<file path="config.mk">
export PLATFORM = sky130hd
export DESIGN_NAME = ctrl_seq_flat
export DESIGN_NICKNAME = d
export VERILOG_FILES = /design/src/rtl/ctrl_seq_pkg.sv /design/src/rtl/ctrl_seq_if.sv /design/src/rtl/ctrl_seq_decode.sv /design/src/rtl/ctrl_seq.sv /design/src/flat_wrapper.sv
export SDC_FILE = /design/constraint.sdc
export NUM_CORES = 1
export LEC_CHECK = 0
export ABC_AREA = 0
export CORE_MARGIN = 2
export CORE_UTILIZATION = 45
export DETAILED_ROUTE_END_ITERATION = 12
export HOLD_SLACK_MARGIN = 0.05
export PLACE_DENSITY_LB_ADDON = 0.1
export SLEW_MARGIN = 20
export SYNTH_ARGS = -nofsm -noshare
export SYNTH_HDL_FRONTEND = slang
export SYNTH_SLANG_ARGS = --single-unit
</file>
<file path="constraint.sdc">
create_clock -name clk -period 2.47 [get_ports clk]
set_clock_uncertainty 0.2 [all_clocks]
set_input_delay 0.247 -clock clk [delete_from_list [all_inputs] [get_ports clk]]
set_output_delay 0.247 -clock clk [all_outputs]
set_load 0.05 [all_outputs]
</file>
<file path="src/rtl/ctrl_seq_pkg.sv">
// ctrl_seq_pkg
// Shared definitions for the accumulator-processor sequencer:
//    - opcode constants (instr[7:4])
//    - ALU unit-select encodings driven on unit_sel_out
//    - sequencer state encoding
package ctrl_seq_pkg;

   // Opcodes
   localparam logic [3:0] OPC_ADD  = 4'h0;
   localparam logic [3:0] OPC_SUB  = 4'h1;
   localparam logic [3:0] OPC_AND  = 4'h2;
   localparam logic [3:0] OPC_NAND = 4'h3;
   localparam logic [3:0] OPC_SLL  = 4'h4;
   localparam logic [3:0] OPC_SRL  = 4'h5;
   localparam logic [3:0] OPC_LD   = 4'h6;
   localparam logic [3:0] OPC_OR   = 4'h7;
   localparam logic [3:0] OPC_XOR  = 4'h8;
   localparam logic [3:0] OPC_ST   = 4'h9;
   localparam logic [3:0] OPC_LDI  = 4'hA;
   localparam logic [3:0] OPC_BNEZ = 4'hB;
   localparam logic [3:0] OPC_NOP  = 4'hC;
   localparam logic [3:0] OPC_HALT = 4'hF;

   // ALU unit selects
   localparam logic [2:0] UNIT_ADD   = 3'b000;
   localparam logic [2:0] UNIT_AND   = 3'b001;
   localparam logic [2:0] UNIT_SHIFT = 3'b010;
   localparam logic [2:0] UNIT_PASS  = 3'b011;
   localparam logic [2:0] UNIT_OR    = 3'b100;
   localparam logic [2:0] UNIT_XOR   = 3'b101;
   localparam logic [2:0] UNIT_ACC   = 3'b111;

   // Sequencer states
   typedef enum logic [2:0] {
      S_IDLE   = 3'd0,
      S_FETCH  = 3'd1,
      S_DECODE = 3'd2,
      S_EXEC   = 3'd3,
      S_HALT   = 3'd4
   } state_e;

endpackage

</file>
<file path="src/rtl/ctrl_seq_if.sv">
// ctrl_seq_if
// Bundles the instruction-fetch handshake and the ALU control bus.
//    master (sequencer): drives fetch request/PC, ALU selects, strobes, halted
//    slave  (memory/ALU): drives instruction byte/valid and ALU result
interface ctrl_seq_if #(
   parameter int PC_W  = 8,
   parameter int RF_AW = 4
);

   logic             instr_req_out;
   logic [PC_W-1:0]  pc_out;
   logic             instr_valid_in;
   logic [7:0]       instr_in;
   logic [2:0]       unit_sel_out;
   logic             op_sel_out;
   logic             imm_sel_out;
   logic [RF_AW-1:0] rf_addr_out;
   logic             acc_we_out;
   logic             rf_we_out;
   logic [7:0]       alu_res_in;
   logic             halted_out;

   modport master (
      output instr_req_out, pc_out, unit_sel_out, op_sel_out, imm_sel_out,
             rf_addr_out, acc_we_out, rf_we_out, halted_out,
      input  instr_valid_in, instr_in, alu_res_in
   );

   modport slave (
      input  instr_req_out, pc_out, unit_sel_out, op_sel_out, imm_sel_out,
             rf_addr_out, acc_we_out, rf_we_out, halted_out,
      output instr_valid_in, instr_in, alu_res_in
   );

endinterface

</file>
<file path="src/rtl/ctrl_seq_decode.sv">
// ctrl_decode
// Purely combinational opcode decoder.
//    opc_i      : instruction opcode (instr[7:4])
//    unit_sel_o : ALU unit select
//    op_sel_o   : ALU op select within the unit
//    imm_sel_o  : 1 selects the zero-extended immediate as ALU source
//    acc_we_o   : instruction writes the accumulator
//    rf_we_o    : instruction stores the accumulator to the register file
//    is_bnez_o  : branch-if-not-zero
//    is_halt_o  : halt
module ctrl_decode
   import ctrl_seq_pkg::*;
(
   input  logic [3:0] opc_i,
   output logic [2:0] unit_sel_o,
   output logic       op_sel_o,
   output logic       imm_sel_o,
   output logic       acc_we_o,
   output logic       rf_we_o,
   output logic       is_bnez_o,
   output logic       is_halt_o
);

   // Defaults describe a NOP; each opcode only overrides what differs.
   always_comb begin
      unit_sel_o = UNIT_ACC;
      op_sel_o   = 1'b0;
      imm_sel_o  = 1'b0;
      acc_we_o   = 1'b0;
      rf_we_o    = 1'b0;
      is_bnez_o  = 1'b0;
      is_halt_o  = 1'b0;
      case (opc_i)
         OPC_ADD:  begin unit_sel_o = UNIT_ADD;   acc_we_o = 1'b1; end
         OPC_SUB:  begin unit_sel_o = UNIT_ADD;   op_sel_o = 1'b1; acc_we_o = 1'b1; end
         OPC_AND:  begin unit_sel_o = UNIT_AND;   acc_we_o = 1'b1; end
         OPC_NAND: begin unit_sel_o = UNIT_AND;   op_sel_o = 1'b1; acc_we_o = 1'b1; end
         OPC_SLL:  begin unit_sel_o = UNIT_SHIFT; acc_we_o = 1'b1; end
         OPC_SRL:  begin unit_sel_o = UNIT_SHIFT; op_sel_o = 1'b1; acc_we_o = 1'b1; end
         OPC_LD:   begin unit_sel_o = UNIT_PASS;  acc_we_o = 1'b1; end
         OPC_OR:   begin unit_sel_o = UNIT_OR;    acc_we_o = 1'b1; end
         OPC_XOR:  begin unit_sel_o = UNIT_XOR;   acc_we_o = 1'b1; end
         OPC_ST:   begin rf_we_o = 1'b1; end
         OPC_LDI:  begin unit_sel_o = UNIT_PASS;  imm_sel_o = 1'b1; acc_we_o = 1'b1; end
         OPC_BNEZ: begin is_bnez_o = 1'b1; end
         OPC_HALT: begin is_halt_o = 1'b1; end
         default:  begin end
      endcase
   end

endmodule

</file>
<file path="src/rtl/ctrl_seq.sv">
// ctrl_seq
// Fetch/decode/execute sequencer for the tiny accumulator processor.
//    clk, rst_n : clock and asynchronous active-low reset
//    start_in   : one-cycle pulse, starts execution at pc 0 (IDLE only)
//    bus        : master side of ctrl_seq_if (fetch handshake, ALU control,
//                 write strobes, ALU result for BNEZ, halted flag)
module ctrl_seq
   import ctrl_seq_pkg::*;
#(
   parameter int PC_W  = 8,
   parameter int RF_AW = 4
) (
   input  logic        clk,
   input  logic        rst_n,
   input  logic        start_in,
   ctrl_seq_if.master  bus
);

   state_e           state_q;
   logic [PC_W-1:0]  pc_q;
   logic [PC_W-1:0]  pc_d;
   logic [7:0]       ir_q;
   logic             instrReq_q;
   logic [2:0]       unitSel_q;
   logic             opSel_q;
   logic             immSel_q;
   logic [RF_AW-1:0] rfAddr_q;
   logic             accWe_q;
   logic             rfWe_q;
   logic             halted_q;

   logic [2:0]       decUnitSel;
   logic             decOpSel;
   logic             decImmSel;
   logic             decAccWe;
   logic             decRfWe;
   logic             decIsBnez;
   logic             decIsHalt;

   // The decoder looks at the latched IR, which stays put through DECODE and
   // EXEC, so the BNEZ decision in EXEC can reuse the same decode result.
   ctrl_decode uDecode (
      .opc_i      (ir_q[7:4]),
      .unit_sel_o (decUnitSel),
      .op_sel_o   (decOpSel),
      .imm_sel_o  (decImmSel),
      .acc_we_o   (decAccWe),
      .rf_we_o    (decRfWe),
      .is_bnez_o  (decIsBnez),
      .is_halt_o  (decIsHalt)
   );

   // Next PC after EXEC: a taken BNEZ adds the sign-extended 4-bit argument,
   // everything else steps by one. Both wrap naturally at 2^PC_W.
   always_comb begin
      pc_d = pc_q + PC_W'(1);
      if (decIsBnez && (bus.alu_res_in != 8'h00)) begin
         pc_d = pc_q + {{(PC_W-4){ir_q[3]}}, ir_q[3:0]};
      end
   end

   // Single sequencer process. Every output is a flop, so the write strobes
   // are set on the DECODE->EXEC edge and cleared on the EXEC->FETCH edge,
   // and reset clears them directly without any combinational path.
   always_ff @(posedge clk or negedge rst_n) begin
      if (!rst_n) begin
         state_q    <= S_IDLE;
         pc_q       <= '0;
         ir_q       <= '0;
         instrReq_q <= 1'b0;
         unitSel_q  <= 3'b000;
         opSel_q    <= 1'b0;
         immSel_q   <= 1'b0;
         rfAddr_q   <= '0;
         accWe_q    <= 1'b0;
         rfWe_q     <= 1'b0;
         halted_q   <= 1'b0;
      end else begin
         case (state_q)
            S_IDLE: begin
               if (start_in) begin
                  pc_q       <= '0;
                  instrReq_q <= 1'b1;
                  state_q    <= S_FETCH;
               end
            end
            S_FETCH: begin
               if (bus.instr_valid_in) begin
                  ir_q       <= bus.instr_in;
                  instrReq_q <= 1'b0;
                  state_q    <= S_DECODE;
               end
            end
            S_DECODE: begin
               // HALT leaves the control fields at their previous values.
               if (decIsHalt) begin
                  halted_q <= 1'b1;
                  state_q  <= S_HALT;
               end else begin
                  unitSel_q <= decUnitSel;
                  opSel_q   <= decOpSel;
                  immSel_q  <= decImmSel;
                  rfAddr_q  <= ir_q[RF_AW-1:0];
                  accWe_q   <= decAccWe;
                  rfWe_q    <= decRfWe;
                  state_q   <= S_EXEC;
               end
            end
            S_EXEC: begin
               accWe_q    <= 1'b0;
               rfWe_q     <= 1'b0;
               pc_q       <= pc_d;
               instrReq_q <= 1'b1;
               state_q    <= S_FETCH;
            end
            S_HALT: begin
               state_q <= S_HALT;
            end
            default: begin
               state_q <= S_IDLE;
            end
         endcase
      end
   end

   assign bus.instr_req_out = instrReq_q;
   assign bus.pc_out        = pc_q;
   assign bus.unit_sel_out  = unitSel_q;
   assign bus.op_sel_out    = opSel_q;
   assign bus.imm_sel_out   = immSel_q;
   assign bus.rf_addr_out   = rfAddr_q;
   assign bus.acc_we_out    = accWe_q;
   assign bus.rf_we_out     = rfWe_q;
   assign bus.halted_out    = halted_q;

endmodule

</file>
<file path="src/flat_wrapper.sv">
// flat-port wrapper written by rule: the top's interface ports become plain ports
module ctrl_seq_flat import ctrl_seq_pkg::*;
#(
   parameter int PC_W  = 8,
   parameter int RF_AW = 4
)
  (clk, rst_n, start_in, bus_instr_req_out, bus_pc_out, bus_unit_sel_out, bus_op_sel_out, bus_imm_sel_out, bus_rf_addr_out, bus_acc_we_out, bus_rf_we_out, bus_halted_out, bus_instr_valid_in, bus_instr_in, bus_alu_res_in);
  ctrl_seq_if #(.PC_W(PC_W), .RF_AW(RF_AW)) bus_i ();
  input  logic clk;
  input  logic rst_n;
  input  logic start_in;
  output wire logic [$bits(bus_i.instr_req_out)-1:0] bus_instr_req_out;
  output wire logic [$bits(bus_i.pc_out)-1:0] bus_pc_out;
  output wire logic [$bits(bus_i.unit_sel_out)-1:0] bus_unit_sel_out;
  output wire logic [$bits(bus_i.op_sel_out)-1:0] bus_op_sel_out;
  output wire logic [$bits(bus_i.imm_sel_out)-1:0] bus_imm_sel_out;
  output wire logic [$bits(bus_i.rf_addr_out)-1:0] bus_rf_addr_out;
  output wire logic [$bits(bus_i.acc_we_out)-1:0] bus_acc_we_out;
  output wire logic [$bits(bus_i.rf_we_out)-1:0] bus_rf_we_out;
  output wire logic [$bits(bus_i.halted_out)-1:0] bus_halted_out;
  input wire logic [$bits(bus_i.instr_valid_in)-1:0] bus_instr_valid_in;
  input wire logic [$bits(bus_i.instr_in)-1:0] bus_instr_in;
  input wire logic [$bits(bus_i.alu_res_in)-1:0] bus_alu_res_in;
  assign bus_instr_req_out = bus_i.instr_req_out;
  assign bus_pc_out = bus_i.pc_out;
  assign bus_unit_sel_out = bus_i.unit_sel_out;
  assign bus_op_sel_out = bus_i.op_sel_out;
  assign bus_imm_sel_out = bus_i.imm_sel_out;
  assign bus_rf_addr_out = bus_i.rf_addr_out;
  assign bus_acc_we_out = bus_i.acc_we_out;
  assign bus_rf_we_out = bus_i.rf_we_out;
  assign bus_halted_out = bus_i.halted_out;
  assign bus_i.instr_valid_in = bus_instr_valid_in;
  assign bus_i.instr_in = bus_instr_in;
  assign bus_i.alu_res_in = bus_alu_res_in;
  ctrl_seq #(.PC_W(PC_W), .RF_AW(RF_AW)) u_core (.clk(clk), .rst_n(rst_n), .start_in(start_in), .bus(bus_i));
endmodule
</file>
==> load_flow_metrics.sql, run 1 <==
INSERT INTO impl_metrics (metric_group, metric, value, unit) VALUES
('synth', 'netlist_instances', '173', ''),
('placed_design', 'io_buffers', '40', ''),
('outcome', 'violations', 'setup timing', ''),
('synth', 'yosys.cell_types.count', '42', ''),
('timing', 'max-slew-margin-rel', '56.7', '%'),
('clock_tree', 'clock_path_buffers', '2', ''),
('placed_design', 'gp_congestion', '0.954', ''),
('timing', 'timing.final.max_slew_violations', '0', ''),
('final_layout', 'post-route-cell-area', '2530', 'um2'),
('drt', 'firstDrtPassIters', '4', ''),
('power', 'power_per_cell_area', '1310', 'nW/um2'),
('critical_path', 'worstSetupStartpointType', 'input port', ''),
('clock_tree', 'sinks_on_the_clock_net', '32', ''),
('timing', 'final.setup.worst_slack', '-197', 'ps'),
('hold_path', 'min_path_type', 'in2async', ''),
('timing', 'finalHoldViolations', '0', ''),
('critical_path', 'startpoint', 'bus_alu_res_in[7]', ''),
('final_layout', 'syn_to_final_growth', '44.0', '%'),
('die', 'io_pins', '41', ''),
('die', 'die_height', '66.5', 'um'),
('timing', 'tightestPinTransition', '644', 'ps'),
('clock_tree', 'clkSlewWorstSetupHoldPaths', '70', 'ps'),
('critical_path', 'r2r_end', 'u_core.bus.pc_out[5]', ''),
('global_routing', 'antenna_violations_before_repair', '0', ''),
('placed_design', 'dp_hpwl', '2990', 'um'),
('job', 'maxCapViolCount', '0', ''),
('global_routing', 'grt_pass1_vias', '1534', ''),
('critical_path', 'required', '2480', 'ps'),
('drt', 'drt-wirelength-per-cell', '15.2', 'um'),
('critical_path', 'critical_path_arrival', '2670', 'ps'),
('critical_path', 'critical_path.endpoint', 'u_core.bus.pc_out[5]', ''),
('clock_tree', 'cts_root_buffer', 'sky130_fd_sc_hd__clkbuf_8', ''),
('clock_tree', 'clock_tree.htree_level_count', '2', ''),
('die', 'design.core.area', '3720', 'um2'),
('global_routing', 'grtUsageTotal', '22.2', '%'),
('final_layout', 'final_nets', '260', ''),
('placed_design', 'placedCellCount', '266', ''),
('final_layout', 'regArea', '801', 'um2'),
('critical_path', 'reg2regPathDepth', '10', ''),
('die', 'fp.dieArea', '4420', 'um2'),
('critical_path', 'crit_type', 'in2reg', ''),
('clock_tree', 'cts_hold_buffers', '0', ''),
('global_routing', 'maximum_number_of_pins_on_one_net_before_global_route_repair', '33', ''),
('final_layout', 'multi_input_area', '1000', 'um2'),
('synth', 'avgSynthCellArea', '10.2', 'um2'),
('clock_tree', 'tritoncts', 'yes', ''),
('drt', 'finalWirelength', '4320', 'um'),
('drt', 'route.vias.total', '1557', ''),
('synth', 'synth-seq-area-share', '45.6', '%'),
('synth', 'synth_nets', '199', ''),
('final_layout', 'antenna_cells_inserted', '0', ''),
('die', 'placement_rows', '22', ''),
('clock_tree', 'cts_buf_count', '5', ''),
('synth', 'synth_seq_cells', '32', ''),
('synth', 'yosysWarnings', '0', ''),
('global_routing', 'first_pass_grt_wire_length', '7290', 'um'),
('global_routing', 'grt_overflow_total', '0', ''),
('timing', 'fin_crit_sh', '108', '%'),
('critical_path', 'r2r_slack', '-170', 'ps'),
('synth', 'prevailing_post_synth_register_cell', 'sky130_fd_sc_hd__dfrtp_1', ''),
('power', 'ir_worst_vdd', '0.728', 'mV'),
('final_layout', 'most_used_cells_in_the_layout_excluding_fill_and_tap_cells', '32 x sky130_fd_sc_hd__clkdlybuf4s50_1, 32 x sky130_fd_sc_hd__dfrtp_1, 19 x sky130_fd_sc_hd__buf_4', ''),
('critical_path', 'critPathMaxFanout', '3', ''),
('critical_path', 'critical_path_end_type', 'register', ''),
('timing', 'achievable-frequency', '375', 'MHz'),
('critical_path', 'timing.rr.start', 'u_core.ir_q[6]', ''),
('placed_design', 'dpl-instance-area', '2330', 'um2'),
('drt', 'avgViaCountPerCell', '5.50', ''),
('final_layout', 'layoutNonFillerInstCount', '283', ''),
('synth', 'ys_async_sr_fraction', '100', '%'),
('synth', 'post_synth_design_cell_area', '1760', 'um2'),
('final_layout', 'layout-drive-gt1-share', '27.7', '%'),
('timing', 'grt_setup_unrepaired', 'true', ''),
('drt', 'drc', '0', ''),
('die', 'die_w', '66.5', 'um'),
('synth', 'synth-edff-count', '0', ''),
('drt', 'drt.antenna.violating_nets', '0', ''),
('power', 'cellLeakagePower', '0.00109', 'uW'),
('die', 'initial_core_util', '47.3', '%'),
('timing', 'timing.final.crit_period', '2670', 'ps'),
('final_layout', 'number_of_fillers_in_the_final_layout', '301', ''),
('drt', 'drtIter0Drc', '110', ''),
('outcome', 'run_status', 'complete, but fails checks', ''),
('timing', 'report.final.setup_viol', '4', ''),
('clock_tree', 'clock_latency', '290', 'ps');
[power by group]
| part | internal, uW | switching [uW] |
|---|---|---|
| logic | 802 | 1130 |
| registers | 748 | 198 |
| clock network | 226 | 194 |
| total | 1780 | 1530 |
[how the worst min path moves through the flow]
| stage | from | to |
|---|---|---|
| 3_3_place_gp | u_core.bus.halted_out | u_core.bus.halted_out |
| 6_report | rst_n | u_core.bus.instr_req_out |
| 3_5_place_dp | u_core.bus.halted_out | u_core.bus.halted_out |
| 4_1_cts | rst_n | u_core.bus.instr_req_out |
| 5_1_grt | rst_n | u_core.bus.pc_out[7] |
| 2_1_floorplan | rst_n | u_core.bus.acc_we_out |
[cells in the mapped netlist (2+ instances only)]
cell / number / area share [%]
sky130_fd_sc_hd__a21oi_1: 7 / 2.0
sky130_fd_sc_hd__nor2_1: 12 / 2.6
sky130_fd_sc_hd__ha_1: 5 / 3.6
sky130_fd_sc_hd__o21a_1: 2 / 0.85
sky130_fd_sc_hd__and2_1: 2 / 0.71
sky130_fd_sc_hd__a211o_1: 2 / 1.0
sky130_fd_sc_hd__a31oi_1: 3 / 1.1
sky130_fd_sc_hd__dfrtp_1: 32 / 46
sky130_fd_sc_hd__nor2b_1: 2 / 0.71
sky130_fd_sc_hd__nand2_1: 13 / 2.8
sky130_fd_sc_hd__or4_4: 2 / 1.3
sky130_fd_sc_hd__a22o_1: 4 / 2.0
sky130_fd_sc_hd__a21o_1: 2 / 0.85
sky130_fd_sc_hd__o21bai_1: 3 / 1.3
sky130_fd_sc_hd__mux2_2: 12 / 7.7
sky130_fd_sc_hd__o31ai_1: 2 / 0.85
sky130_fd_sc_hd__nand3_1: 7 / 2.0
sky130_fd_sc_hd__inv_1: 7 / 1.5
sky130_fd_sc_hd__o22ai_1: 2 / 0.71
sky130_fd_sc_hd__a211oi_1: 3 / 1.3
sky130_fd_sc_hd__o21ai_0: 15 / 4.3
sky130_fd_sc_hd__nand2b_1: 7 / 2.5
sky130_fd_sc_hd__clkbuf_1: 6 / 1.3
sky130_fd_sc_hd__xnor2_1: 3 / 1.5
[repair_timing]
action,in CTS,in global routing
pin swaps,18,14
buffers inserted,3,6
resized for setup,21,15
setup endpoints to repair,5,4
[registers in the layout (all words and copies together) (netlist names)]
register                  count
u_core.bus.pc_out             8
u_core.ir_q                   8
u_core.bus.rf_addr_out        4
u_core.bus.unit_sel_out       3
u_core.state_q                3
u_core.bus.acc_we_out         1
u_core.bus.halted_out         1
u_core.bus.imm_sel_out        1
u_core.bus.instr_req_out      1
u_core.bus.op_sel_out         1
u_core.bus.rf_we_out          1
[kinds of logic after synthesis]
| family | synth area share, % |
|---|---|
| AO/OA/AOI/OAI | 21.2 |
| XOR/XNOR | 1.50 |
| adder cells (fa/ha/maj) | 5.34 |
| buffers and inverters | 3.28 |
| flip-flops | 45.6 |
| multiplexers | 7.69 |
| AND/OR/NAND/NOR | 15.5 |
[worst max-delay path, stage by stage]
cell	delay (ps)
sky130_fd_sc_hd__clkdlybuf4s15_1	160
sky130_fd_sc_hd__or4_4	490
sky130_fd_sc_hd__o21a_1	220
sky130_fd_sc_hd__and2_4	180
sky130_fd_sc_hd__ha_4	250
sky130_fd_sc_hd__a211oi_4	310
sky130_fd_sc_hd__buf_6	150
sky130_fd_sc_hd__o21bai_4	70
sky130_fd_sc_hd__maj3_2	340
sky130_fd_sc_hd__xnor2_2	140
sky130_fd_sc_hd__o21ai_1	120
[per-layer routing]
metal  vias up  wire, um  GRT usage (%)  part of all wire, %
li1        750         -              -                    -
met1       749      1880           28.7                   43
met2        53      2190           35.8                   51
met3         5       210           5.57                  4.9
met4         0        40           8.42                 0.93
met5         -         0              0                    0
[through the flow]
step / setup WS (ps) / utilization [%] / hold WS, ps / total power [uW] / TNS, ps
finish: -197 / 68.1 / 158 / 3300 / -646
global placement: -684 / 62.6 / 259 / 2720 / -3240
floorplan: -208 / - / -249 / 2180 / -585
CTS: -210 / 66.2 / 163 / 3260 / -787
global route: -305 / 68.1 / 198 / 3530 / -1120
detailed placement: -747 / 62.6 / 265 / 2770 / -3580
[layout make-up]
type	count	area share, %
repair buffers	61	21.4
well taps	48	2.37
clock inverters	1	0.297
clock buffers	7	3.41
inverters	8	1.19
flip-flops and latches	32	31.7
multi-input cells	126	39.7
No activity file was read; power rests on OpenSTA's default activity.
==> run 2: changes to the inputs <==
--- a/config.mk
+++ b/config.mk
@@ -6,12 +6,16 @@
 export NUM_CORES = 1
 export LEC_CHECK = 0
 export ABC_AREA = 0
+export CELL_PAD_IN_SITES_DETAIL_PLACEMENT = 1
+export CELL_PAD_IN_SITES_GLOBAL_PLACEMENT = 1
 export CORE_MARGIN = 2
-export CORE_UTILIZATION = 45
+export CORE_UTILIZATION = 34
 export DETAILED_ROUTE_END_ITERATION = 12
+export GPL_TIMING_DRIVEN = 0
 export HOLD_SLACK_MARGIN = 0.05
 export PLACE_DENSITY_LB_ADDON = 0.1
 export SLEW_MARGIN = 20
 export SYNTH_ARGS = -nofsm -noshare
 export SYNTH_HDL_FRONTEND = slang
 export SYNTH_SLANG_ARGS = --single-unit
+export TNS_END_PERCENT = 1
==> run 2 against run 1 <==
The flow still finishes with violations (setup timing); sequential share of layout area is 0.22 points higher; cell area is 0.69% lower; utilization is 18 points lower; via count is 0.77% higher; non-clock buffer count is 1 lower; hold slack worse by 6.0 ps; global-route usage is 3.6 points lower; fmax is 0.12% higher; critical path type is now reg2reg; highest routed layer unchanged.
==> load_flow_metrics.sql, run 2 (same netlist as run 1, synthesis figures left out) <==
INSERT INTO impl_metrics (metric_group, metric, value, unit) VALUES
('drt', 'firstDrtPassIters', '4', ''),
('job', 'maxCapViolCount', '0', ''),
('critical_path', 'critical_path_end_type', 'register', ''),
('timing', 'max-slew-margin-rel', '59.3', '%'),
('outcome', 'violations', 'setup timing', ''),
('clock_tree', 'sinks_on_the_clock_net', '32', ''),
('final_layout', 'most_used_cells_in_the_layout_excluding_fill_and_tap_cells', '32 x sky130_fd_sc_hd__dfrtp_1, 31 x sky130_fd_sc_hd__clkdlybuf4s50_1, 13 x sky130_fd_sc_hd__nand2_1', ''),
('placed_design', 'io_buffers', '40', ''),
('timing', 'timing.setup.tns', '-648', 'ps'),
('drt', 'drt-wirelength-per-cell', '16.2', 'um'),
('die', 'die_w', '75.9', 'um'),
('critical_path', 'critPathMaxFanout', '3', ''),
('timing', 'timing.final.crit_period', '2660', 'ps'),
('drt', 'drtIter0Drc', '70', ''),
('timing', 'fin_crit_sh', '108', '%'),
('die', 'placement_rows', '26', ''),
('die', 'fp.dieArea', '5760', 'um2'),
('drt', 'finalWirelength', '4930', 'um'),
('critical_path', 'crit_path_max_incr_delay', '390', 'ps'),
('timing', 'finalHoldViolations', '0', ''),
('critical_path', 'worst_path_max_delay_cell', 'sky130_fd_sc_hd__dfrtp_1', ''),
('clock_tree', 'cts_buf_count', '5', ''),
('critical_path', 'crit_type', 'reg2reg', ''),
('drt', 'drc', '0', ''),
('critical_path', 'r2r_slack', '-190', 'ps'),
('power', 'power_per_cell_area', '1310', 'nW/um2'),
('global_routing', 'grt_overflow_total', '0', ''),
('global_routing', 'grt_pass1_vias', '1585', ''),
('clock_tree', 'clock_tree.htree_level_count', '2', ''),
('drt', 'avgViaCountPerCell', '5.16', ''),
('outcome', 'run_status', 'complete, but fails checks', ''),
('critical_path', 'critical_path_arrival', '2670', 'ps'),
('timing', 'timing.final.max_slew_violations', '0', ''),
('power', 'ir_worst_vdd', '0.555', 'mV'),
('timing', 'tightestPinTransition', '606', 'ps'),
('die', 'design.core.area', '5040', 'um2'),
('clock_tree', 'tritoncts', 'yes', ''),
('critical_path', 'number_of_logic_stages_on_the_critical_path_including_buffering', '10', ''),
('timing', 'final.setup.worst_slack', '-194', 'ps'),
('clock_tree', 'clock_path_buffers', '2', ''),
('final_layout', 'number_of_fillers_in_the_final_layout', '562', ''),
('drt', 'drt.antenna.violating_nets', '0', ''),
('placed_design', 'dp_hpwl', '3510', 'um'),
('final_layout', 'syn_to_final_growth', '43.0', '%'),
('final_layout', 'final_nets', '259', ''),
('timing', 'achievable-frequency', '375', 'MHz'),
('global_routing', 'maximum_number_of_pins_on_one_net_before_global_route_repair', '26', ''),
('placed_design', 'dp_worst_setup_slack', '-783', 'ps'),
('critical_path', 'reg2regPathDepth', '10', ''),
('critical_path', 'required', '2480', 'ps'),
('clock_tree', 'cts_root_buffer', 'sky130_fd_sc_hd__clkbuf_8', ''),
('power', 'cellLeakagePower', '0.00105', 'uW'),
('critical_path', 'timing.rr.start', 'u_core.ir_q[6]', ''),
('clock_tree', 'clkSlewWorstSetupHoldPaths', '70', 'ps'),
('drt', 'route.vias.total', '1569', ''),
('critical_path', 'timing.critical_path.max_delay_family', 'compound AO/OA/AOI/OAI gates', ''),
('timing', 'grt_setup_unrepaired', 'true', ''),
('final_layout', 'layout-drive-gt1-share', '24.4', '%'),
('final_layout', 'most_common_cell_after_layout_fill_and_taps_aside', 'sky130_fd_sc_hd__dfrtp_1', ''),
('timing', 'report.final.setup_viol', '4', ''),
('hold_path', 'min_path_type', 'in2async', ''),
('die', 'die_height', '75.9', 'um'),
('final_layout', 'antenna_cells_inserted', '0', ''),
('critical_path', 'worstSetupStartpointType', 'register', ''),
('placed_design', 'gp_congestion', '0.849', ''),
('die', 'io_pins', '41', ''),
('global_routing', 'first_pass_grt_wire_length', '7850', 'um'),
('global_routing', 'grtUsageTotal', '18.5', '%'),
('critical_path', 'r2r_end', 'u_core.bus.pc_out[6]', ''),
('global_routing', 'antenna_violations_before_repair', '0', ''),
('clock_tree', 'clock_latency', '280', 'ps'),
('die', 'initial_core_util', '34.8', '%'),
('final_layout', 'utilization', '49.8', '%'),
('critical_path', 'crit_chain', 'and4b_2 > o21a_1 > nand2b_1 > ha_4 > fa_2 > a21oi_4 > o21ai_1 > a211o_1 > a211o_1 > o21ai_1', ''),
('critical_path', 'cp_num_buf_inv', '0', '');
run 2: cell count changes in the layout (fill, tap and decap cells not counted), moves of 2 or more:
cell and change:
sky130_fd_sc_hd__buf_2 +8, sky130_fd_sc_hd__buf_4 -8, sky130_fd_sc_hd__buf_6 -2, sky130_fd_sc_hd__clkbuf_2 -5, sky130_fd_sc_hd__clkbuf_1 +7, sky130_fd_sc_hd__o21ai_1 -2
sky130_fd_sc_hd__o21ai_0 +2
run 2: how the worst max path moves through the flow:
stage / startpoint / endpoint / slack (ps)
after floorplan: bus_alu_res_in[1] / u_core.bus.pc_out[7] / -210
after global placement: bus_alu_res_in[1] / u_core.bus.pc_out[7] / -730
after detailed placement: bus_alu_res_in[1] / u_core.bus.pc_out[7] / -780
after CTS: u_core.ir_q[6] / u_core.bus.pc_out[6] / -170
after global routing: u_core.ir_q[6] / u_core.bus.pc_out[6] / -340
final: u_core.ir_q[6] / u_core.bus.pc_out[6] / -190
run 2: per-layer routing:
layer	GRT usage [%]	wire length, um	vias up
li1	-	-	749
met1	22.8	2060	794
met2	32.0	2680	21
met3	3.57	128	5
met4	7.02	60	0
met5	0	0	-
run 2: report_power, final:
| part | total (uW) | switching [uW] | internal, uW |
|---|---|---|---|
| Clock | 424 | 196 | 227 |
| Sequential | 928 | 179 | 748 |
| Combinational | 1940 | 1180 | 757 |
run 2: timing repair:
action,CTS,global route
pin swaps,13,0
hold buffers,1,0
gates resized for setup,30,2
setup buffers,10,1
gates cloned,0,0
hold endpoints to repair,32,0
setup endpoints to repair,4,4
run 2: area by class of cell:
type | instances | area (um2) | share of cell area (%)
Timing Repair Buffer | 53 | 478 | 19.0
Multi-Input combinational cell | 126 | 998 | 39.7
Tap cell | 70 | 87.6 | 3.49
Inverter | 8 | 30.0 | 1.20
Clock buffer | 8 | 90.1 | 3.59
Sequential cell | 32 | 801 | 31.9
Buffer | 7 | 27.5 | 1.10
run 2: worst register-to-register path: stages, from the launching register on:
cell                       delay (ps)
sky130_fd_sc_hd__dfrtp_1          390
sky130_fd_sc_hd__and4b_2          300
sky130_fd_sc_hd__o21a_1           160
sky130_fd_sc_hd__nand2b_1         120
sky130_fd_sc_hd__ha_4             190
sky130_fd_sc_hd__fa_2             360
sky130_fd_sc_hd__a21oi_4          160
sky130_fd_sc_hd__o21ai_1           80
sky130_fd_sc_hd__a211o_1          270
sky130_fd_sc_hd__a211o_1          290
sky130_fd_sc_hd__o21ai_1           70
run 2: stage by stage:
| step | total power [uW] | cell area, um2 | hold WS, ps | instances |
|---|---|---|---|---|
| final | 3290 | 2510 | 152 | 304 |
| after global routing | 3510 | 2510 | 174 | 304 |
| after detailed placement | 2760 | 2310 | -79.6 | 284 |
| after floorplan | 2180 | 1800 | -249 | 173 |
| after global placement | 2690 | 2290 | 259 | 283 |
| after CTS | 3280 | 2480 | 145 | 303 |
==> run 3: changes to the inputs <==
--- a/config.mk
+++ b/config.mk
@@ -14,7 +14,6 @@
 export GPL_TIMING_DRIVEN = 0
 export HOLD_SLACK_MARGIN = 0.05
 export PLACE_DENSITY_LB_ADDON = 0.1
-export SLEW_MARGIN = 20
 export SYNTH_ARGS = -nofsm -noshare
 export SYNTH_HDL_FRONTEND = slang
 export SYNTH_SLANG_ARGS = --single-unit
==> run 3 against run 2 <==
First-iteration DRC count up 4.3%; via count is 0.13% lower; utilization shrank 0.32 points; total power grew 0.21%; the flow still finishes with violations (setup timing); register-to-register slack better by 20 ps; largest cell class unchanged; combinational power about the same.
==> load_flow_metrics.sql, run 3 (same netlist as run 1, synthesis figures left out) <==
INSERT INTO impl_metrics (metric_group, metric, value, unit) VALUES
('power', 'ir_worst_vdd', '0.526', 'mV'),
('timing', 'report.final.setup_viol', '4', ''),
('clock_tree', 'clock_path_buffers', '2', ''),
('critical_path', 'worst_path_max_delay_cell', 'sky130_fd_sc_hd__or4_4', ''),
('drt', 'route.vias.total', '1567', ''),
('clock_tree', 'clock_latency', '290', 'ps'),
('placed_design', 'dp_hpwl', '3400', 'um'),
('clock_tree', 'cts_root_buffer', 'sky130_fd_sc_hd__clkbuf_8', ''),
('hold_path', 'min_path_cells', '1', ''),
('critical_path', 'crit_path_max_incr_delay', '550', 'ps'),
('placed_design', 'dpl-instance-area', '2290', 'um2'),
('drt', 'drt.antenna.violating_nets', '0', ''),
('final_layout', 'regArea', '801', 'um2'),
('final_layout', 'number_of_fillers_in_the_final_layout', '569', ''),
('final_layout', 'post-route-cell-area', '2500', 'um2'),
('timing', 'timing.final.max_slew_violations', '0', ''),
('clock_tree', 'cts_buf_count', '5', ''),
('critical_path', 'crit_chain', 'buf_6 > or4_4 > o21a_1 > and2_4 > ha_4 > a211oi_4 > buf_4 > o21ai_1 > and4_1 > o311ai_2 > a21boi_2', ''),
('placed_design', 'gp_congestion', '0.849', ''),
('die', 'die_w', '75.9', 'um'),
('clock_tree', 'clock_tree.htree_level_count', '2', ''),
('critical_path', 'timing.critical_path.max_delay_family', 'compound AO/OA/AOI/OAI gates', ''),
('global_routing', 'antenna_violations_before_repair', '0', ''),
('die', 'io_pins', '41', ''),
('timing', 'grt_setup_unrepaired', 'true', ''),
('global_routing', 'maximum_number_of_pins_on_one_net_before_global_route_repair', '33', ''),
('power', 'power_per_cell_area', '1320', 'nW/um2'),
('die', 'placement_rows', '26', ''),
('final_layout', 'multi_input_area', '1020', 'um2'),
('final_layout', 'layout-drive-gt1-share', '24.3', '%'),
('drt', 'met3_length', '138', 'um'),
('final_layout', 'most_used_cells_in_the_layout_excluding_fill_and_tap_cells', '32 x sky130_fd_sc_hd__dfrtp_1, 31 x sky130_fd_sc_hd__clkdlybuf4s50_1, 13 x sky130_fd_sc_hd__nand2_1', ''),
('final_layout', 'most_common_cell_after_layout_fill_and_taps_aside', 'sky130_fd_sc_hd__dfrtp_1', ''),
('die', 'fp.dieArea', '5760', 'um2'),
('global_routing', 'grtUsageTotal', '18.2', '%'),
('drt', 'avgViaCountPerCell', '5.22', ''),
('global_routing', 'first_pass_grt_wire_length', '7690', 'um'),
('clock_tree', 'sinks_on_the_clock_net', '32', ''),
('critical_path', 'r2r_end', 'u_core.bus.pc_out[6]', ''),
('global_routing', 'grt_overflow_total', '0', ''),
('final_layout', 'final_nets', '255', ''),
('final_layout', 'syn_to_final_growth', '42.1', '%'),
('timing', 'timing.final.crit_period', '2650', 'ps'),
('critical_path', 'r2r_slack', '-180', 'ps'),
('clock_tree', 'tritoncts', 'yes', ''),
('hold_path', 'end_point_of_the_most_critical_hold_path', 'u_core.bus.halted_out', ''),
('outcome', 'run_status', 'complete, but fails checks', ''),
('drt', 'finalWirelength', '4880', 'um'),
('timing', 'tightestPinTransition', '752', 'ps'),
('drt', 'drt-met1-wl', '2020', 'um'),
('die', 'design.core.area', '5040', 'um2'),
('timing', 'max-slew-margin-rel', '49.8', '%'),
('critical_path', 'cp_num_buf_inv', '2', ''),
('drt', 'drt-wirelength-per-cell', '16.3', 'um'),
('die', 'initial_core_util', '34.8', '%'),
('die', 'die_height', '75.9', 'um'),
('hold_path', 'hold_start', 'u_core.bus.halted_out', ''),
('placed_design', 'io_buffers', '40', ''),
('critical_path', 'critical_path_end_type', 'register', ''),
('drt', 'drc', '0', ''),
('global_routing', 'grt_pass1_vias', '1576', ''),
('clock_tree', 'clkSlewWorstSetupHoldPaths', '80', 'ps'),
('outcome', 'violations', 'setup timing', ''),
('hold_path', 'min_path_type', 'reg2reg', ''),
('drt', 'drtIter0Drc', '73', ''),
('power', 'cellLeakagePower', '0.00103', 'uW'),
('critical_path', 'timing.rr.start', 'u_core.ir_q[6]', ''),
('critical_path', 'reg2regPathDepth', '10', ''),
('critical_path', 'crit_type', 'in2reg', ''),
('timing', 'fin_crit_sh', '107', '%'),
('timing', 'final.setup.worst_slack', '-176', 'ps'),
('job', 'maxCapViolCount', '0', ''),
('critical_path', 'worstSetupStartpointType', 'input port', ''),
('drt', 'firstDrtPassIters', '4', ''),
('critical_path', 'critical_path_arrival', '2670', 'ps'),
('drt', 'wl_met2', '2680', 'um'),
('final_layout', 'antenna_cells_inserted', '0', ''),
('timing', 'finalHoldViolations', '0', ''),
('final_layout', 'utilization', '49.5', '%'),
('timing', 'achievable-frequency', '378', 'MHz'),
('critical_path', 'required', '2490', 'ps'),
('critical_path', 'critPathMaxFanout', '3', ''),
('drt', 'route.top_layer_used', 'met4', '');
==> run 3: layer usage <==
layer  track usage (%)  vias up
li1                  -      746
met1              22.1      791
met2              31.5       26
met3              4.76        4
met4              5.85        0
met5                 0        -
==> run 3: worst max-delay path by stage <==
| stage | start | to | slack (ps) | cells past startpoint |
|---|---|---|---|---|
| after floorplan | bus_alu_res_in[1] | u_core.bus.pc_out[7] | -210 | 9 |
| after global placement | bus_alu_res_in[1] | u_core.bus.pc_out[7] | -730 | 10 |
| after detailed placement | bus_alu_res_in[1] | u_core.bus.pc_out[7] | -800 | 10 |
| after CTS | u_core.ir_q[6] | u_core.bus.pc_out[6] | -160 | 10 |
| after global routing | u_core.ir_q[6] | u_core.bus.pc_out[6] | -300 | 10 |
| final | bus_alu_res_in[5] | u_core.bus.pc_out[7] | -180 | 11 |
==> run 3: what timing repair did <==
| item | CTS | global route |
|---|---|---|
| pin swaps | 13 | 0 |
| resized for setup | 31 | 4 |
| endpoints found under the setup margin | 4 | 4 |
| hold buffers | 1 | 0 |
| hold endpoints to repair | 32 | 0 |
| setup buffers | 8 | 0 |
==> run 3: where the power goes <==
group	internal, uW	total, uW	switching, uW
registers	748	926	178
logic	761	1940	1180
clock network	222	425	202
total	1730	3290	1560
==> run 3: final cells by class <==
class	count	share of cell area, %
flip-flops and latches	32	32.1
repair buffers	49	17.7
inverters	8	1.20
plain buffers	7	1.10
well taps	70	3.51
multi-input cells	126	40.7
clock buffers	6	3.31
clock inverters	2	0.401
==> run 3: metrics by stage <==
step                worst slack, ps  hold WS, ps  TNS, ps  total power, uW  instances
global route                   -304          329    -1110             3520        300
finish                         -176          297     -603             3290        300
CTS                            -165          305     -559             3290        300
detailed placement             -801          162    -3470             2750        283
global placement               -735          259    -3270             2690        283
floorplan                      -208         -249     -585             2180        173
